===== src/rtl/regfile_scoreboard.sv =====
// ---------------------------------------------------------------------------
// regfile_scoreboard
//
// Register file for the MIPS datapath with a per-register busy scoreboard.
// Decode reads two operands combinationally and issues destinations (busy_set).
// Writeback stores results (reg_write) and retires the matching busy bit.
// Decode uses busy_1/busy_2 to detect RAW hazards on results still in flight.
//
// Parameters
//   DATA_W   : register width in bits
//   ADDR_W   : register index width, DEPTH = 2**ADDR_W
//   ZERO_REG : 1 -> register 0 reads 0, ignores writes, is never marked busy
//   BYPASS   : 1 -> a same-cycle write is forwarded to the read ports, and
//              the forwarded port reports not-busy
//
// Ports
//   clk                      rising-edge clock
//   rst                      asynchronous active-low reset
//   reg_write/write_reg/
//   write_data               writeback port (stores data, clears busy)
//   read_reg_1/read_reg_2    read indices
//   out_data_1/out_data_2    read data (combinational)
//   busy_set/busy_reg        issue port (marks destination busy)
//   busy_1/busy_2            read index has an outstanding producer
//   busy_any                 registered OR of all busy bits
// ---------------------------------------------------------------------------
module regfile_scoreboard #(
    parameter int DATA_W   = 32,
    parameter int ADDR_W   = 5,
    parameter int ZERO_REG = 1,
    parameter int BYPASS   = 1
) (
    input  logic              clk,
    input  logic              rst,
    input  logic              reg_write,
    input  logic [ADDR_W-1:0] write_reg,
    input  logic [DATA_W-1:0] write_data,
    input  logic [ADDR_W-1:0] read_reg_1,
    input  logic [ADDR_W-1:0] read_reg_2,
    output logic [DATA_W-1:0] out_data_1,
    output logic [DATA_W-1:0] out_data_2,
    input  logic              busy_set,
    input  logic [ADDR_W-1:0] busy_reg,
    output logic              busy_1,
    output logic              busy_2,
    output logic              busy_any
);

    localparam int DEPTH = 2 ** ADDR_W;

    logic [DATA_W-1:0] regs_q [DEPTH];
    logic [DATA_W-1:0] regs_d [DEPTH];
    logic [DEPTH-1:0]  busy_q;
    logic [DEPTH-1:0]  busy_d;
    logic              busy_any_q;
    logic              busy_any_d;

    logic wr_en;
    logic set_en;
    logic zero_1;
    logic zero_2;
    logic fwd_1;
    logic fwd_2;

    // Qualified strobes: register 0 is inert when hard-wired to zero.
    // Forwarding is gated by rst so that, while reset is held, the read
    // ports show the reset contents rather than a write that will be dropped.
    always_comb begin
        wr_en  = reg_write && !((ZERO_REG != 0) && (write_reg == '0));
        set_en = busy_set  && !((ZERO_REG != 0) && (busy_reg  == '0));
        zero_1 = (ZERO_REG != 0) && (read_reg_1 == '0);
        zero_2 = (ZERO_REG != 0) && (read_reg_2 == '0);
        fwd_1  = (BYPASS != 0) && rst && wr_en && (write_reg == read_reg_1);
        fwd_2  = (BYPASS != 0) && rst && wr_en && (write_reg == read_reg_2);
    end

    always_comb begin
        regs_d = regs_q;
        if (wr_en) begin
            regs_d[write_reg] = write_data;
        end
    end

    // Clear first, then set: when writeback and issue hit the same index the
    // newer producer keeps the register busy.
    always_comb begin
        busy_d = busy_q;
        if (reg_write) begin
            busy_d[write_reg] = 1'b0;
        end
        if (set_en) begin
            busy_d[busy_reg] = 1'b1;
        end
        busy_any_d = |busy_d;
    end

    always_ff @(posedge clk or negedge rst) begin
        if (!rst) begin
            for (int i = 0; i < DEPTH; i++) begin
                regs_q[i] <= DATA_W'(i);
            end
            busy_q     <= '0;
            busy_any_q <= 1'b0;
        end else begin
            regs_q     <= regs_d;
            busy_q     <= busy_d;
            busy_any_q <= busy_any_d;
        end
    end

    // Read ports: zero register has the last word over any forwarding.
    always_comb begin
        out_data_1 = regs_q[read_reg_1];
        busy_1     = busy_q[read_reg_1];
        if (fwd_1) begin
            out_data_1 = write_data;
            busy_1     = 1'b0;
        end
        if (zero_1) begin
            out_data_1 = '0;
            busy_1     = 1'b0;
        end
    end

    always_comb begin
        out_data_2 = regs_q[read_reg_2];
        busy_2     = busy_q[read_reg_2];
        if (fwd_2) begin
            out_data_2 = write_data;
            busy_2     = 1'b0;
        end
        if (zero_2) begin
            out_data_2 = '0;
            busy_2     = 1'b0;
        end
    end

    assign busy_any = busy_any_q;

endmodule


===== config.mk =====
export PLATFORM = sky130hd
export DESIGN_NAME = regfile_scoreboard
export DESIGN_NICKNAME = d
export VERILOG_FILES = /design/src/rtl/regfile_scoreboard.sv
export SDC_FILE = /design/constraint.sdc
export NUM_CORES = 2
export LEC_CHECK = 0
export ABC_CLOCK_PERIOD_IN_PS = 2300
export BUFFER_PORTS_ARGS = -buffer_cell sky130_fd_sc_hd__buf_2
export CAP_MARGIN = 0
export CORE_UTILIZATION = 49
export CTS_CLUSTER_DIAMETER = 40
export DETAILED_ROUTE_END_ITERATION = 10
export GPL_TIMING_DRIVEN = 0
export REMOVE_ABC_BUFFERS = 1
export SKIP_LAST_GASP = 1
export SLEW_MARGIN = 15
export SYNTH_ARGS = -nofsm -noshare
export SYNTH_HDL_FRONTEND = slang
export SYNTH_SLANG_ARGS = --single-unit
export TNS_END_PERCENT = 10

===== constraint.sdc =====
create_clock -name clk -period 2.3 [get_ports clk]
set_input_delay 0.23 -clock clk [delete_from_list [all_inputs] [get_ports clk]]
set_output_delay 0.23 -clock clk [all_outputs]
set_load 0.01 [all_outputs]

==> results.md <==
- Status: complete, but fails checks
- Failing checks: negative setup slack
- Core Region: 114800 sq um
- Num rows: 124
- Flops & latches, synth: 1057
- CTS max path bufs: 3
- Least-Margin Pin Slew: 1.042 ns
- F_max: 0.3429 GHz
- CP arrival: 2.69 ns
- MaxCap Viol Count: 0
- Syn Area/Cell: 14.29 sq um
- Gr usage total: 0.3296
- Endpoints failing setup: 66
- Initial antenna violation count: 6
- Tightest Hold Check Type: input port to asynchronous set/reset pin
- Crit path capture type: output port
- Final WS setup: -0.6165 ns
- Post-DP Area: 60470 sq um
- RD Place Congestion: 0.7977
- Synth cell types: 59
- Global-route wire length before repair: 278300 um
- CTS H-tree lvls: 4
- Antenna Nets Post-Route: 0
- Leakage: 29.42 nW
- Largest net degree at the start of global routing: 143
- Die Height: 342.8 um
- Area leader, netlist: dfrtp_1
- Root Driver: clkbuf_16
- Skew final: 0.001892 ns
- Drt total wl: 192900 um
- Clock period minus worst slack: 2.916 ns
- Die area: 117500 sq um
- CP Class: input port to output port
- Port Buffer Count: 122
- Vias in the first global route: 39490
- Crit Path Max Fanout: 34
- Tcrit/Tclk final: 1.268
- Starting Density: 0.4958
- Post-detail-place hpwl: 112600 um
- Fin. Hold Viols: 0
- Synth Instances: 3984
- Nets@finish: 4113
- Synth area leaders: dfrtp_1 (43%), mux2_2 (19%), mux4_2 (19%), dfstp_2 (3.7%), mux2i_1 (2.3%)
- Routed wire length per instance: 33.79 um
- Post-synthesis async set-or-reset flop share: 1.000
- Area grow syn2layout: 20.24%
- Die Width: 342.8 um
- Clock transition at the registers of the reported paths: 0.06 ns
- Layout cell share with drive strength beyond 1: 0.5455
- Design area: 68440 sq um
- Mapped cell area: 56920 sq um
- Detailed-route via count: 38720
- Post-synth top cells: dfrtp_1 (977), mux2_2 (975), mux4_2 (469), clkbuf_1 (236), buf_2 (154)
- Most frequent cell after synthesis: dfrtp_1
- P per Cell Area: 920.3 nW/um^2
- Yosys warnings: 0
- Unrepaired setup endpoints after global routing: true
- DR vias/cell: 6.783
- Grt total ovfl: 0
- TritonCTS clock tree: yes
- Peak VDD IR: 0.8506 mV
- I/O pins: 123
- Clock Latency Late Sink: 0.76 ns
- Most used flip-flop cell after synthesis: dfrtp_1
- Critical Path RT: 2.07 ns
- DR iter-0 viols: 3583
- Synth top area share: 0.4295
- Startpoint Class: input port
- Clock sinks: 1057
- Register area share after synthesis: 0.4664
- Normalized max-slew margin: 0.3031
- Number of enable flip-flop cells after synthesis: 0
- First-pass iteration count of the detailed router: 6
- Total Power: 62.98 mW
- CTS Buf Count: 165
- Pins Over Slew Limit: 0
- DRC errors left: 0
## per-stage QoR
step | util | TNS [ns] | std cells | hold WS, ns | setup slack, ns
global placement | 0.4997 | - | 5163 | 0.3779 | -26.07
finish | 0.5961 | -27.75 | 5708 | 0.03678 | -0.6165
global route | 0.5961 | -34.38 | 5707 | 0.05118 | -0.6480
detailed placement | 0.5267 | -374.30 | 5295 | 0.07233 | -2.209
floorplan | - | -163.51 | 3529 | -0.06559 | -2.309
CTS | 0.5894 | -38.84 | 5664 | -0.1029 | -0.6516
## cells in the final DEF (no fill, tap or decap), drive strengths merged, types with 5 or more instances in the layout
master and count:
bufinv 19, mux2 992, a21o 26, buf 315, nand2b 11, nor3 37
o2111ai 5, inv 22, o31ai 5, xor2 5, nor3b 7, nor2b 14
a221o 27, mux4 469, mux2i 131, a21oi 53, nand2 140, o21ai 66
xnor2 5, a221oi 63, dfstp 80, clkinvlp 21, dlygate4sd3 20, a22oi 134
and2 7, dfrtp 977, o22ai 5, clkinv 40, clkbuf 217, a22o 11
bufbuf 16, nand4 46, nor2 139, a211oi 27
## registers in the layout, summed over array words and instances, names as in the netlist
name and cells:
busy_any 1, regs_q 1024, busy_q 32
## critical path: stages
cell and delay [ns]:
buf_4 0.39, buf_16 0.29, or3b_4 0.78, a21oi_1 0.28
a211oi_4 0.40, o21ai_2 0.09, buf_2 0.15
## worst paths after layout
check                                              start  cells past startpoint                  endpoint  slack [ns]
worst min-delay path                                 rst                      5   regs_q[960]$_DFFE_PN1P_        0.04
max in group asynchronous                            rst                      8   regs_q[456]$_DFFE_PN0P_        0.25
min in group clk                               reg_write                      4      busy_q[10]$_DFF_PN0_        0.08
worst min register to register  regs_q[1021]$_DFFE_PN0P_                      0  regs_q[1021]$_DFFE_PN0P_        0.39
worst max register to register       busy_q[7]$_DFF_PN0_                      4        busy_any$_DFF_PN0_        0.84
worst max-delay path                       read_reg_1[4]                      7            out_data_1[11]       -0.62
## cell families (layout without fill, tap and decap cells)
family          count (synthesis)  count (layout)  synth area share
compound gates                428             428           0.05427
xor+xnor                       10              10          0.001539
buf+inv                       463             670           0.03655
flops                        1057            1057            0.4664
mux                          1592            1592            0.4049
other cells                     0               2                 0
simple gates                  434             437           0.03634
## per-layer routing
layer,wire length (um),global-route usage,vias to the layer above,share of wire
li1,-,-,15640,-
met1,79300,0.4517,20810,0.41
met2,90290,0.5111,1770,0.47
met3,15580,0.07325,496,0.081
met4,7657,0.1324,4,0.040
met5,20,0,-,0.00010
## layout make-up
class                   instances  area (sq um)
flip-flops and latches       1057         26550
well taps                    1512          1892
clock buffers                 210          4677
diodes                          2         5.005
repair buffers                358          5045
clock inverters                94          1164
multi-input cells            2467         29080
fillers                      8860         46370
inverters                       8         30.03
## repair_timing
action                                  4_1_cts  5_1_grt
resized for setup                            42       63
hold endpoints to repair                    382       51
endpoints found under the setup margin       66      206
hold buffers                                 26        2
buffers inserted                             16       35
gates cloned                                 23        5
pin swaps                                    10       39
## power breakdown
part | switching, mW | internal [mW] | leakage, nW
Combinational | 4.89 | 7.01 | 13.3
Sequential | 2.50 | 22.4 | 13.3
Clock | 9.59 | 16.6 | 2.81
Total | 17.0 | 46.0 | 29.4
Note: power is estimated with default switching activity, not from simulation.
